File: config.mk
export PLATFORM = sky130hd
export DESIGN_NAME = gray_monitor_flat
export DESIGN_NICKNAME = d
export VERILOG_FILES = /design/src/rtl/gray_pkg.sv /design/src/rtl/gray_monitor_if.sv /design/src/rtl/gray2bin.sv /design/src/rtl/gray_monitor.sv /design/src/flat_wrapper.sv
export SDC_FILE = /design/constraint.sdc
export NUM_CORES = 1
export LEC_CHECK = 0
export ABC_AREA = 1
export CAP_MARGIN = 20
export CORE_MARGIN = 2
export CORE_UTILIZATION = 48
export DETAILED_ROUTE_END_ITERATION = 6
export GPL_ROUTABILITY_DRIVEN = 0
export PLACE_DENSITY = 0.86
export SETUP_SLACK_MARGIN = 0.02
export SLEW_MARGIN = 20
export SYNTH_ARGS = -nofsm -noshare
export SYNTH_HDL_FRONTEND = slang
export SYNTH_HIERARCHICAL = 1
export SYNTH_SLANG_ARGS = --single-unit
File: constraint.sdc
create_clock -name Clk -period 1.95 [get_ports Clk]
set_clock_uncertainty 0.05 [all_clocks]
set_input_delay 0.39 -clock Clk [delete_from_list [all_inputs] [get_ports Clk]]
set_output_delay 0.39 -clock Clk [all_outputs]
set_load 0.02 [all_outputs]
File: src/rtl/gray_pkg.sv
`default_nettype none
// ============================================================================
// Module      : gray_pkg
// Description : Shared definitions for the Gray-code sequence monitor:
//               FSM state encoding and default widths.
//               Contents:
//                 state_t             - HUNT / LOCKED tracking states
//                 C_WIDTH_DEFAULT     - default Gray code width (bits)
//                 C_CNT_W_DEFAULT     - default wrap counter width (bits)
// Revision    : 1.0 - initial release
// ============================================================================
package gray_pkg;

  localparam int C_WIDTH_DEFAULT = 3;
  localparam int C_CNT_W_DEFAULT = 4;

  // HUNT: no reference sample yet, the next valid code is accepted as-is.
  // LOCKED: the previous decode is known and each new sample is checked.
  typedef enum logic [0:0] {
    HUNT   = 1'b0,
    LOCKED = 1'b1
  } state_t;

endpackage : gray_pkg
`default_nettype wire

File: src/rtl/gray_monitor_if.sv
`default_nettype none
// ============================================================================
// Module      : gray_monitor_if
// Description : Bus between an upstream Gray counter / consumer and the
//               Gray sequence monitor.
//               Signals:
//                 Valid      - Gray_In is sampled this cycle
//                 Gray_In    - Gray-coded count (WIDTH bits)
//                 Binary     - decoded value of the last accepted sample
//                 Out_Valid  - one-cycle pulse, new Binary value
//                 Locked     - monitor is tracking a valid sequence
//                 Seq_Error  - one-cycle pulse on a sequence violation
//                 Wrap       - one-cycle pulse on a max -> 0 step
//                 Overflow   - sticky, set on the first wrap
//                 Wrap_Count - saturating number of wraps (CNT_W bits)
//               Modports: master (stimulus side), slave (monitor side).
// Revision    : 1.0 - initial release
// ============================================================================
interface gray_monitor_if
  import gray_pkg::*;
#(
  parameter int WIDTH = C_WIDTH_DEFAULT,
  parameter int CNT_W = C_CNT_W_DEFAULT
) ();

  logic             Valid;
  logic [WIDTH-1:0] Gray_In;
  logic [WIDTH-1:0] Binary;
  logic             Out_Valid;
  logic             Locked;
  logic             Seq_Error;
  logic             Wrap;
  logic             Overflow;
  logic [CNT_W-1:0] Wrap_Count;

  modport master (
    output Valid,
    output Gray_In,
    input  Binary,
    input  Out_Valid,
    input  Locked,
    input  Seq_Error,
    input  Wrap,
    input  Overflow,
    input  Wrap_Count
  );

  modport slave (
    input  Valid,
    input  Gray_In,
    output Binary,
    output Out_Valid,
    output Locked,
    output Seq_Error,
    output Wrap,
    output Overflow,
    output Wrap_Count
  );

endinterface : gray_monitor_if
`default_nettype wire

File: src/rtl/gray2bin.sv
`default_nettype none
// ============================================================================
// Module      : gray2bin
// Description : Purely combinational Gray-to-binary decoder.
//               Ports:
//                 i_gray - Gray-coded input (WIDTH bits)
//                 o_bin  - binary decode (WIDTH bits)
// Revision    : 1.0 - initial release
// ============================================================================
module gray2bin
  import gray_pkg::*;
#(
  parameter int WIDTH = C_WIDTH_DEFAULT
) (
  input  wire logic [WIDTH-1:0] i_gray,
  output logic      [WIDTH-1:0] o_bin
);

  // b[i] = b[i+1] ^ g[i] unrolls to the XOR of all Gray bits from the MSB
  // down to bit i; writing it that way keeps each bit an independent
  // reduction instead of a ripple chain through o_bin.
  for (genvar gi = 0; gi < WIDTH; gi++) begin : g_bit
    assign o_bin[gi] = ^i_gray[WIDTH-1:gi];
  end

endmodule : gray2bin
`default_nettype wire

File: src/rtl/gray_monitor.sv
`default_nettype none
// ============================================================================
// Module      : gray_monitor
// Description : Decodes a Gray-coded count and checks that successive
//               samples either hold or advance by exactly one (mod 2^WIDTH).
//               Flags sequence violations, wraps, a sticky overflow and a
//               saturating wrap count. All outputs are registered.
//               Ports:
//                 Clk     - clock, rising edge
//                 Reset_n - synchronous active-low reset
//                 bus     - gray_monitor_if.slave (Valid/Gray_In in,
//                           Binary/Out_Valid/Locked/Seq_Error/Wrap/
//                           Overflow/Wrap_Count out)
// Revision    : 1.0 - initial release
// ============================================================================
module gray_monitor
  import gray_pkg::*;
#(
  parameter int WIDTH = C_WIDTH_DEFAULT,
  parameter int CNT_W = C_CNT_W_DEFAULT
) (
  input  wire logic     Clk,
  input  wire logic     Reset_n,
  gray_monitor_if.slave bus
);

  localparam logic [WIDTH-1:0] C_CODE_MAX = '1;
  localparam logic [CNT_W-1:0] C_CNT_MAX  = '1;

  // --------------------------------------------------------------------------
  // State and output registers. Initialisers give the reset values from
  // power-up so simulation starts clean before the first reset edge.
  // --------------------------------------------------------------------------
  state_t           r_state      = HUNT;
  logic [WIDTH-1:0] r_prev       = '0;
  logic [WIDTH-1:0] r_binary     = '0;
  logic             r_out_valid  = 1'b0;
  logic             r_seq_error  = 1'b0;
  logic             r_wrap       = 1'b0;
  logic             r_overflow   = 1'b0;
  logic [CNT_W-1:0] r_wrap_count = '0;

  // Next-state values
  state_t           w_state_nxt;
  logic [WIDTH-1:0] w_prev_nxt;
  logic [WIDTH-1:0] w_binary_nxt;
  logic             w_out_valid_nxt;
  logic             w_seq_error_nxt;
  logic             w_wrap_nxt;
  logic             w_overflow_nxt;
  logic [CNT_W-1:0] w_wrap_count_nxt;

  // Decode and sequence checks
  logic [WIDTH-1:0] w_bin;
  logic [WIDTH-1:0] w_prev_plus1;
  logic             w_hold;
  logic             w_step;
  logic             w_is_wrap;

  gray2bin #(
    .WIDTH (WIDTH)
  ) u_gray2bin (
    .i_gray (bus.Gray_In),
    .o_bin  (w_bin)
  );

  // Natural WIDTH-bit overflow gives the mod 2^WIDTH increment.
  assign w_prev_plus1 = r_prev + 1'b1;
  assign w_hold       = (w_bin == r_prev);
  assign w_step       = (w_bin == w_prev_plus1);
  // A legal step out of the max code can only land on zero.
  assign w_is_wrap    = w_step && (r_prev == C_CODE_MAX);

  // --------------------------------------------------------------------------
  // Next-state / next-output logic
  // --------------------------------------------------------------------------
  always_comb begin
    w_state_nxt      = r_state;
    w_prev_nxt       = r_prev;
    w_binary_nxt     = r_binary;
    w_out_valid_nxt  = 1'b0;
    w_seq_error_nxt  = 1'b0;
    w_wrap_nxt       = 1'b0;
    w_overflow_nxt   = r_overflow;
    w_wrap_count_nxt = r_wrap_count;

    if (bus.Valid) begin
      // Every accepted sample is published, legal or not.
      w_binary_nxt    = w_bin;
      w_out_valid_nxt = 1'b1;

      case (r_state)
        HUNT: begin
          // No reference yet: take this code as the starting point. A
          // max -> 0 transition seen from here is not counted as a wrap.
          w_prev_nxt  = w_bin;
          w_state_nxt = LOCKED;
        end

        LOCKED: begin
          if (w_hold) begin
            // Upstream counter paused; nothing to update.
            w_state_nxt = LOCKED;
          end else if (w_step) begin
            w_prev_nxt = w_bin;
            if (w_is_wrap) begin
              w_wrap_nxt     = 1'b1;
              w_overflow_nxt = 1'b1;
              if (r_wrap_count != C_CNT_MAX) begin
                w_wrap_count_nxt = r_wrap_count + 1'b1;
              end
            end
          end else begin
            // Violation: drop the reference; the next sample re-locks.
            w_seq_error_nxt = 1'b1;
            w_state_nxt     = HUNT;
          end
        end

        default: begin
          w_state_nxt = HUNT;
        end
      endcase
    end
  end

  // --------------------------------------------------------------------------
  // State register. Reset wins over a coincident Valid sample.
  // --------------------------------------------------------------------------
  always_ff @(posedge Clk) begin
    if (!Reset_n) begin
      r_state      <= HUNT;
      r_prev       <= '0;
      r_binary     <= '0;
      r_out_valid  <= 1'b0;
      r_seq_error  <= 1'b0;
      r_wrap       <= 1'b0;
      r_overflow   <= 1'b0;
      r_wrap_count <= '0;
    end else begin
      r_state      <= w_state_nxt;
      r_prev       <= w_prev_nxt;
      r_binary     <= w_binary_nxt;
      r_out_valid  <= w_out_valid_nxt;
      r_seq_error  <= w_seq_error_nxt;
      r_wrap       <= w_wrap_nxt;
      r_overflow   <= w_overflow_nxt;
      r_wrap_count <= w_wrap_count_nxt;
    end
  end

  assign bus.Binary     = r_binary;
  assign bus.Out_Valid  = r_out_valid;
  assign bus.Locked     = (r_state == LOCKED);
  assign bus.Seq_Error  = r_seq_error;
  assign bus.Wrap       = r_wrap;
  assign bus.Overflow   = r_overflow;
  assign bus.Wrap_Count = r_wrap_count;

endmodule : gray_monitor
`default_nettype wire

File: src/flat_wrapper.sv
// flat-port wrapper written by rule: the top's interface ports become plain ports
module gray_monitor_flat import gray_pkg::*;
#(
  parameter int WIDTH = C_WIDTH_DEFAULT,
  parameter int CNT_W = C_CNT_W_DEFAULT
)
  (Clk, Reset_n, bus_Valid, bus_Gray_In, bus_Binary, bus_Out_Valid, bus_Locked, bus_Seq_Error, bus_Wrap, bus_Overflow, bus_Wrap_Count);
  gray_monitor_if #(.WIDTH(WIDTH), .CNT_W(CNT_W)) bus_i ();
  input  wire logic Clk;
  input  wire logic Reset_n;
  input wire logic [$bits(bus_i.Valid)-1:0] bus_Valid;
  input wire logic [$bits(bus_i.Gray_In)-1:0] bus_Gray_In;
  output wire logic [$bits(bus_i.Binary)-1:0] bus_Binary;
  output wire logic [$bits(bus_i.Out_Valid)-1:0] bus_Out_Valid;
  output wire logic [$bits(bus_i.Locked)-1:0] bus_Locked;
  output wire logic [$bits(bus_i.Seq_Error)-1:0] bus_Seq_Error;
  output wire logic [$bits(bus_i.Wrap)-1:0] bus_Wrap;
  output wire logic [$bits(bus_i.Overflow)-1:0] bus_Overflow;
  output wire logic [$bits(bus_i.Wrap_Count)-1:0] bus_Wrap_Count;
  assign bus_i.Valid = bus_Valid;
  assign bus_i.Gray_In = bus_Gray_In;
  assign bus_Binary = bus_i.Binary;
  assign bus_Out_Valid = bus_i.Out_Valid;
  assign bus_Locked = bus_i.Locked;
  assign bus_Seq_Error = bus_i.Seq_Error;
  assign bus_Wrap = bus_i.Wrap;
  assign bus_Overflow = bus_i.Overflow;
  assign bus_Wrap_Count = bus_i.Wrap_Count;
  gray_monitor #(.WIDTH(WIDTH), .CNT_W(CNT_W)) u_core (.Clk(Clk), .Reset_n(Reset_n), .bus(bus_i));
endmodule
---- Yosys cells after proc, flatten, opt, wreduce, memory -nomap -nowiden ----
Index checks and enable logic that the tools add are counted.
cells by class
  $add $sub $neg .......................... 2
  multiply operators ...................... 0
  div/mod/pow operators ................... 0
  order comparisons ....................... 0
  eq/ne operators ......................... 6
  shifts and indexed selects .............. 0
  mux-type cells .......................... 9
  bitwise operators ....................... 5
  reductions and logical operators ........ 8
operators with widths
  cell                                                           number
  3-bit == test                                                  2
  3-bit 2-to-1 mux                                               2
  3-bit case mux with 2 select lines                             1
  6-bit AND reduction                                            1
  1-bit 2-to-1 mux                                               5
  1-bit inverter                                                 5
  5-bit AND reduction                                            1
  5-bit OR reduction                                             1
  4-bit by 1-bit adder with 4-bit output, second input constant  1
  2-bit != test, second input constant                           2
  4-bit != test, second input constant                           1
  4-bit OR reduction                                             1
  3-bit by 1-bit adder with 3-bit output, second input constant  1
  3-bit == test, second input constant                           1
  3-bit AND reduction                                            1
  3-bit parity                                                   1
  1-bit case mux with 2 select lines                             1
  2-bit parity                                                   1
  1-bit logical AND                                              1
word-level totals
  flip-flop bits (word level) ............. 15
  latch bits .............................. 0
  bits in writable memories ............... 0
  bits in read-only memories .............. 0
  input bits .............................. 6
  memories kept ........................... 0

---- Logic depth before layout (Yosys ltp) ----
Gate-level depths: netlist (run 1).
  word-level depth ........................ 5
  gate-level depth with buffers ........... 13
  mapped depth without buffers ............ 13

---- By module ----
Netlist (run 1), hierarchy kept.
modules (own cells, without submodules)
  module        times used  cells each  area each (µm²)  seq. area each (µm²)
  gray_monitor  1           113         788.3            300.3
  gray2bin      1           12          51.3             0.0

---- Worst setup path before layout (run 1) ----
OpenSTA, ideal clock, no wires.
  kind .................................... reg-to-reg
  start ................................... register u_core.r_prev[0]
  end ..................................... register u_core.r_wrap_count[0], in the netlist u_core/bus.Wrap_Count[0]
  library setup time ...................... 117 ps
  arrival ................................. 1361 ps
  required time ........................... 1783 ps
  path slack .............................. 421 ps
  cell stages (with the launch flop) ...... 11
  path buffers ............................ 0
  clock period less this slack ............ 1529 ps
  cell sequence ........................... dfxtp_1 > ha_1 > ha_1 > inv_1 > nand2_1 > nand2_2 > nand2_2 > nor2_4 > nand4_1 > nand2_1 > nor2_1
on the way
  word-level cells in the longest chain between the ends .. 4
  elaborated cells on any way between the ends .. 7
  those cells by class .................... add/sub (1); eq/ne (3); bitwise (1); reduce/logical (2)
ends and longest elaborated chain
  what                                    RTL line             RTL
  from (decl)                             gray_monitor.sv:35   logic [WIDTH-1:0] r_prev = '0;
  from (signal assigned)                  gray_monitor.sv:142  r_prev <= w_prev_nxt;
  3-bit by 1-bit adder with 3-bit output  gray_monitor.sv:68   assign w_prev_plus1 = r_prev + 1'b1;
  3-bit == test                           gray_monitor.sv:70   assign w_step = (w_bin == w_prev_plus1);
  1-bit logical AND                       gray_monitor.sv:72   assign w_is_wrap = w_step && (r_prev == C_CODE_MAX);
  6-bit AND reduction (no line) (*)       n/a
  to (signal assigned)                    gray_monitor.sv:148  r_wrap_count <= w_wrap_count_nxt;
  to (decl)                               gray_monitor.sv:41   logic [CNT_W-1:0] r_wrap_count = '0;
Mark *: on every way between the ends. The rest lies on a longest branch, timed or not.
A chain may end at the register's enable or synchronous reset.

---- Final worst setup path (run 1) ----
  start ................................... input bus_Gray_In[2]
  end ..................................... register u_core.r_prev[2]
on the way
  word-level cells in the longest chain between the ends .. 4
  elaborated cells on any way between the ends .. 10
  those cells by class .................... eq/ne (4); mux (3); reduce/logical (3)
ends and longest elaborated chain
  what                                     RTL line                                RTL
  from (decl)                              flat_wrapper.sv:12                      input wire logic [$bits(bus_i.Gray_In)-1:0] bus_Gray_In;
  2-bit parity (*)                         gray2bin.sv:23                          assign o_bin[gi] = ^i_gray[WIDTH-1:gi];
  net u_core.w_bin[1]                      gray_monitor.sv:54                      logic [WIDTH-1:0] w_bin;
  3-bit == test, on equally long branches  gray_monitor.sv:69, gray_monitor.sv:70
  2-bit != test (no line)                  n/a
  3-bit AND reduction (no line) (*)        n/a
The timed path passes the listed nets; every way through them passes the cells marked *. The select of a mux whose other input is x is not followed.

==> metrics.cfg, run 1 <==
[logic_synthesis]
synth_seq_cells = 15
synth-seq-area-share = 0.358
syn_avg_cell_area_um2 = 6.72
synth_cell_types = 20
syn_nets = 134
synthesis.area_um2 = 840
yosys_warnings = 6
synthCells = 125

[cts]
cts_tree = done
ctsResizeCount = 0
cts_buffers = 3
cts.sink_count = 15
ctsHoldBuffers = 0
clkTransAtPathRegs_ns = 0.09
cts-root-buf = clkbuf_4
htree_num_levels = 1
clock_latency_ns = 0.29
cts_buffer_depth = 2
post-cts-setup-buffers = 0

[sta]
rsz0062_at_grt = no
setup_tns_ns = 0
period_share = 0.933
period_minus_slack_ns = 1.82
worst_pin_slew_ns = 0.278
slew_viol_final = 0
max_freq_ghz = 0.550
setup_viol = 0
slew_headroom = 0.813
hold_violations = 0

[pwr]
seq_power_share = 0.484
pwr-share-clk = 0.263
switching_share = 0.318
p_per_area_nw_per_um2 = 643
p_leak_uw = 0.000539
power.switching_uw = 219
intPower_uw = 471
pwr-share-comb = 0.253
peakVddDrop_v = 0.000543

[worst_setup_path]
crit_buf_inv = 2
rr_worst_depth = 9
slowest_stage = clkdlybuf4s50_1
reg2reg_slack_ns = 0.24
cp-end-kind = flop
crit_required_ns = 2.09
path_cells = clkdlybuf4s50_1, inv_1, nand2_1, nand2_1, xnor2_1, nand3_2, nand2_2, nand3_1, nand2_1, nor2_1
crit_arrival_ns = 1.96
slowest_delay_ns = 0.52
path_max_fanout = 6
worst-setup-path-type = input pin to flop
critPathLaunchType = input pin
cpLargestDelayFamily = simple AND/OR/NAND/NOR gates
cpMostUsedCell = nand2_1
crit-reg2reg-launch = u_core/r_prev[0]$_SDFFE_PN0P_
r2r_end = u_core/bus.Overflow$_SDFFE_PN0P_

[global_route]
grt_pass1_vias = 799
grt_max_degree = 10
use_met1 = 0.204
track_usage = 0.208
use_met3 = 0.0754
busiest_layer = met2
overflow = 0
met2_usage = 0.372
antenna_found_initial = 0
grt_pass1_wl_mm = 3.11

[final_layout]
layout-drive-gt1-share = 0.122
num_antenna_cells = 0
nets = 158
area_delta_synth_final_pct = 27.9
final_cells = 165

[worst_hold_path]
min-delay-start = u_core/bus.Overflow$_SDFFE_PN0P_
hp-class = flop to flop
whs_path_depth = 2
holdPathEnd = u_core/bus.Overflow$_SDFFE_PN0P_

[floorplan]
die_y_um = 45.8
coreArea_um2 = 1690
start_util = 0.497
ios = 18
dieArea_um2 = 2100
rows = 15
die_w_um = 45.8

[job]
cap_violations = 0

[route]
drcViolationCount = 0
dr_total_vias = 860
wire_per_inst_um = 11.5
first_pass_iters = 4
drt_wl_total_mm = 1.89
ant_nets = 0
drt_iter0_drc = 18
via_per_inst = 5.21

[place]
dp.cells = 161
port_buffers = 17
dpl.hpwl_mm = 1.49

[outcome]
outcome = completed

[power by group through the flow]
stage / Sequential (µW) / Clock [µW] / Combinational (µW)
after global placement: 340 / 0 / 164
after global routing: 336 / 196 / 191
final: 334 / 181 / 175
after detailed placement: 341 / 0 / 174
after CTS: 334 / 187 / 174
after floorplan: 348 / 0 / 107
[worst max path at each step]
stage                                               start                                     to  slack (ns)  depth (start not counted)
CTS                 u_core/bus.Wrap_Count[0]$_SDFFE_PN0P_                      bus_Wrap_Count[0]        0.15                          1
global placement                           bus_Gray_In[2]  u_core/bus.Wrap_Count[1]$_SDFFE_PN0P_       -0.03                         12
finish                                     bus_Gray_In[2]          u_core/r_prev[2]$_SDFFE_PN0P_        0.13                         10
floorplan                   u_core/r_prev[0]$_SDFFE_PN0P_  u_core/bus.Wrap_Count[0]$_SDFFE_PN0P_        0.42                         10
global route                               bus_Gray_In[2]          u_core/r_prev[2]$_SDFFE_PN0P_        0.03                         12
detailed placement                         bus_Gray_In[2]          u_core/r_prev[2]$_SDFFE_PN0P_       -0.13                         10
[worst reg2reg max path, delay by kind of cell (launching register included)]
| family | cells | cell delay (ns) |
|---|---|---|
| fa+ha+maj | 2 | 0.53 |
| simple gates | 5 | 0.44 |
| flops | 1 | 0.37 |
| compound gates | 1 | 0.17 |
| buf+inv | 1 | 0.09 |
[final cells by class]
cell class	instances	area, µm²
Fill cell	143	616
Multi-Input combinational cell	86	438
Sequential cell	15	300
Timing Repair Buffer	22	208
Inverter	21	78.8
Clock buffer	3	22.5
Tap cell	17	21.3
Clock inverter	1	5.00
[kinds of logic after synthesis]
family | synth area share
AO/OA/AOI/OAI | 0.0566
XOR/XNOR | 0.0417
adder cells (fa/ha/maj) | 0.0447
buffers and inverters | 0.121
flip-flops | 0.358
AND/OR/NAND/NOR | 0.379
[cell usage after synthesis, drive strengths merged]
| cell | count | area share |
|---|---|---|
| o21ai | 3 | 0.018 |
| xor2 | 1 | 0.010 |
| buf | 3 | 0.027 |
| nand3 | 12 | 0.077 |
| nand4 | 5 | 0.045 |
| nor3 | 1 | 0.0060 |
| nor2 | 14 | 0.072 |
| nand2 | 38 | 0.18 |
| a21oi | 5 | 0.030 |
| dfxtp | 15 | 0.36 |
| xnor2 | 3 | 0.031 |
| o211ai | 1 | 0.0089 |
| inv | 21 | 0.094 |
| ha | 3 | 0.045 |
[through the flow]
stage	area [µm²]	power [µW]	utilization	hold WS, ns	setup slack (ns)
after floorplan	840	456	-	0.448	0.421
after global placement	1050	504	0.619	0.386	-0.0264
after detailed placement	1050	514	0.619	0.423	-0.133
after CTS	1070	695	0.636	0.435	0.145
after global routing	1070	723	0.636	0.482	0.0317
final	1070	690	0.636	0.444	0.131
[routing by layer]
layer,vias to the layer above,part of all wire
met5,-,0
met4,0,0.021
met3,7,0.050
met2,25,0.52
met1,389,0.41
li1,439,-
[layout by cell type, fill, tap and decap left out]
cell type        instances
nand2_1                 35
inv_1                   18
clkdlybuf4s50_1         17
dfxtp_1                 15
nor2_1                  13
nand3_1                 11
a21oi_1                  5
buf_4                    5
nand4_1                  4
clkbuf_4                 3
xnor2_1                  3
inv_2                    3
nand2_2                  3
ha_1                     3
o21ai_0                  2
clkinv_2                 1
nand3_2                  1
o211ai_1                 1
xor2_1                   1
nor2_4                   1
o21ai_1                  1
nand4_2                  1
nor3_1                   1
[flip-flops by register name (all words and copies together), names as in the netlist]
signal,flops
u_core/bus.Wrap,1
u_core/bus.Seq_Error,1
u_core/bus.Overflow,1
u_core/bus.Binary,3
u_core/bus.Locked,1
u_core/r_prev,3
u_core/bus.Wrap_Count,4
u_core/bus.Out_Valid,1
Power figures use the tool's default switching activity.
==> run 2, diff against run 1 <==
CORE_UTILIZATION = 40   (was 48)
CTS_BUF_LIST = sky130_fd_sc_hd__clkbuf_8   (was not set)
GPL_ROUTABILITY_DRIVEN = 1   (was 0)
PLACE_DENSITY = 0.75   (was 0.86)
==> run 2 against run 1 <==
Against the previous run:
- fmax rose by 2.7%
- worst setup slack better by 0.048 ns
- hold slack got worse by 0.040 ns
- clock-buffer cell count did not move
- via count decreased by 6.0%
- combinational power shrank 2%
- clock power is 38% higher
- critical path depth is the same
- global-route usage down 5.3 points
- non-clock buffer count decreased by 1
- final cell count up 5.5%
- register-to-register slack about the same
- highest routed layer is now met3
==> metrics.cfg, run 2 (synthesis results as in run 1) <==
[outcome]
outcome = completed

[route]
drt_wl_total_mm = 1.72
drcViolationCount = 0
via_per_inst = 4.64
wire_per_inst_um = 9.87
ant_nets = 0
first_pass_iters = 4
drt_iter0_drc = 8
dr_total_vias = 808

[sta]
period_share = 0.909
fin_ws_ns = 0.178
hold_violations = 0
worst_pin_slew_ns = 0.408
slew_viol_final = 0
setup_viol = 0
slew_headroom = 0.727
rsz0062_at_grt = no
period_minus_slack_ns = 1.77
max_freq_ghz = 0.564

[worst_setup_path]
crit-reg2reg-launch = u_core/r_prev[0]$_SDFFE_PN0P_
crit_arrival_ns = 1.86
reg2reg_slack_ns = 0.25
critPathLaunchType = input pin
path_max_fanout = 6
rr_worst_depth = 11
worst-setup-path-type = input pin to flop
crit_required_ns = 2.04
cp-end-kind = flop
r2r_end = u_core/bus.Wrap_Count[2]$_SDFFE_PN0P_

[place]
dpl.hpwl_mm = 1.32
place_area_um2 = 1050
place.gp.congestion = 0.844
place_ws_ns = -0.0916
port_buffers = 17
dp.cells = 170

[worst_hold_path]
hp-class = flop to flop
holdPathEnd = u_core/bus.Overflow$_SDFFE_PN0P_
whs_path_depth = 2
min-delay-start = u_core/bus.Overflow$_SDFFE_PN0P_

[floorplan]
ios = 18
die_w_um = 49.8
start_util = 0.428
coreArea_um2 = 1960
dieArea_um2 = 2480
die_y_um = 49.8
rows = 16

[cts]
cts_buffers = 3
clock_latency_ns = 0.24
cts-root-buf = clkbuf_8
ctsHoldBuffers = 0
clkTransAtPathRegs_ns = 0.06
cts.sink_count = 15
htree_num_levels = 1
cts_buffer_depth = 2
cts_tree = done

[global_route]
grt_pass1_wl_mm = 3.10
grt_max_degree = 12
grt_pass1_vias = 782
track_usage = 0.155
overflow = 0
antenna_found_initial = 0

[pwr]
p_leak_uw = 0.000542
peakVddDrop_v = 0.000542
power_uw = 755
p_per_area_nw_per_um2 = 685

[final_layout]
area_delta_synth_final_pct = 31.3
num_antenna_cells = 0
stdcell_area_um2 = 1100
final_cells = 174
nets = 157
layout-drive-gt1-share = 0.129
fin_util = 0.562
final_common_cell = nand2_1
largest_reg_flops = 4
final_cell_mix = nand2_1 (34), inv_1 (18), clkdlybuf4s50_1 (17), dfxtp_1 (15), nor2_1 (12)

[job]
cap_violations = 0

run 2: area by class of cell:
class                      instances  area [µm²]
inverter                          21        78.8
sequential                        15         300
fill                             220         860
timing repair buffer              21         200
tap                               27        33.8
multi-input combinational         86         443
clock buffer                       3        41.3
clock inverter                     1        5.00
run 2: power by group:
group | internal [µW] | total (µW) | switching [µW]
clock network | 141 | 250 | 109
registers | 321 | 333 | 12.2
logic | 73.4 | 171 | 98.0
run 2: how the worst max path moves through the flow:
| stage | from | endpoint | slack [ns] | cells past startpoint |
|---|---|---|---|---|
| 6_report | bus_Gray_In[2] | u_core/r_prev[2]$_SDFFE_PN0P_ | 0.18 | 10 |
| 5_1_grt | bus_Gray_In[2] | u_core/bus.Wrap_Count[1]$_SDFFE_PN0P_ | 0.02 | 13 |
| 4_1_cts | bus_Gray_In[1] | u_core/r_prev[0]$_SDFFE_PN0P_ | 0.17 | 10 |
| 3_5_place_dp | bus_Gray_In[2] | u_core/r_prev[0]$_SDFFE_PN0P_ | -0.09 | 10 |
| 3_3_place_gp | bus_Gray_In[2] | u_core/r_prev[1]$_SDFFE_PN0P_ | -0.07 | 10 |
| 2_1_floorplan | u_core/r_prev[0]$_SDFFE_PN0P_ | u_core/bus.Wrap_Count[0]$_SDFFE_PN0P_ | 0.42 | 10 |
run 2: routing by layer:
| metal | vias to the layer above | global-route usage | part of all wire |
|---|---|---|---|
| met2 | 11 | 0.280 | 0.49 |
| met1 | 361 | 0.190 | 0.48 |
| met4 | 0 | 0.0324 | 0 |
| met5 | - | 0 | 0 |
| li1 | 436 | - | - |
| met3 | 0 | 0.0303 | 0.030 |
run 2: critical path, stage by stage:
cell and delay [ns]:
clkdlybuf4s50_1 0.51, inv_1 0.07, nand2_1 0.07, nand2_1 0.11, xnor2_1 0.29, nand3_2 0.12
nand2_2 0.12, nand3_1 0.08, nand2_1 0.06, nor2_1 0.04
run 2: timing repair:
action                     in CTS  in global routing
setup endpoints to repair       0                  4
gates resized for setup         0                  2
setup buffers                   0                  0
run 2: through the flow:
stage	hold WS [ns]	setup TNS, ns
finish	0.404	0
global route	0.442	0
CTS	0.404	0
detailed placement	0.395	-0.483
global placement	0.387	-0.207
floorplan	0.448	0
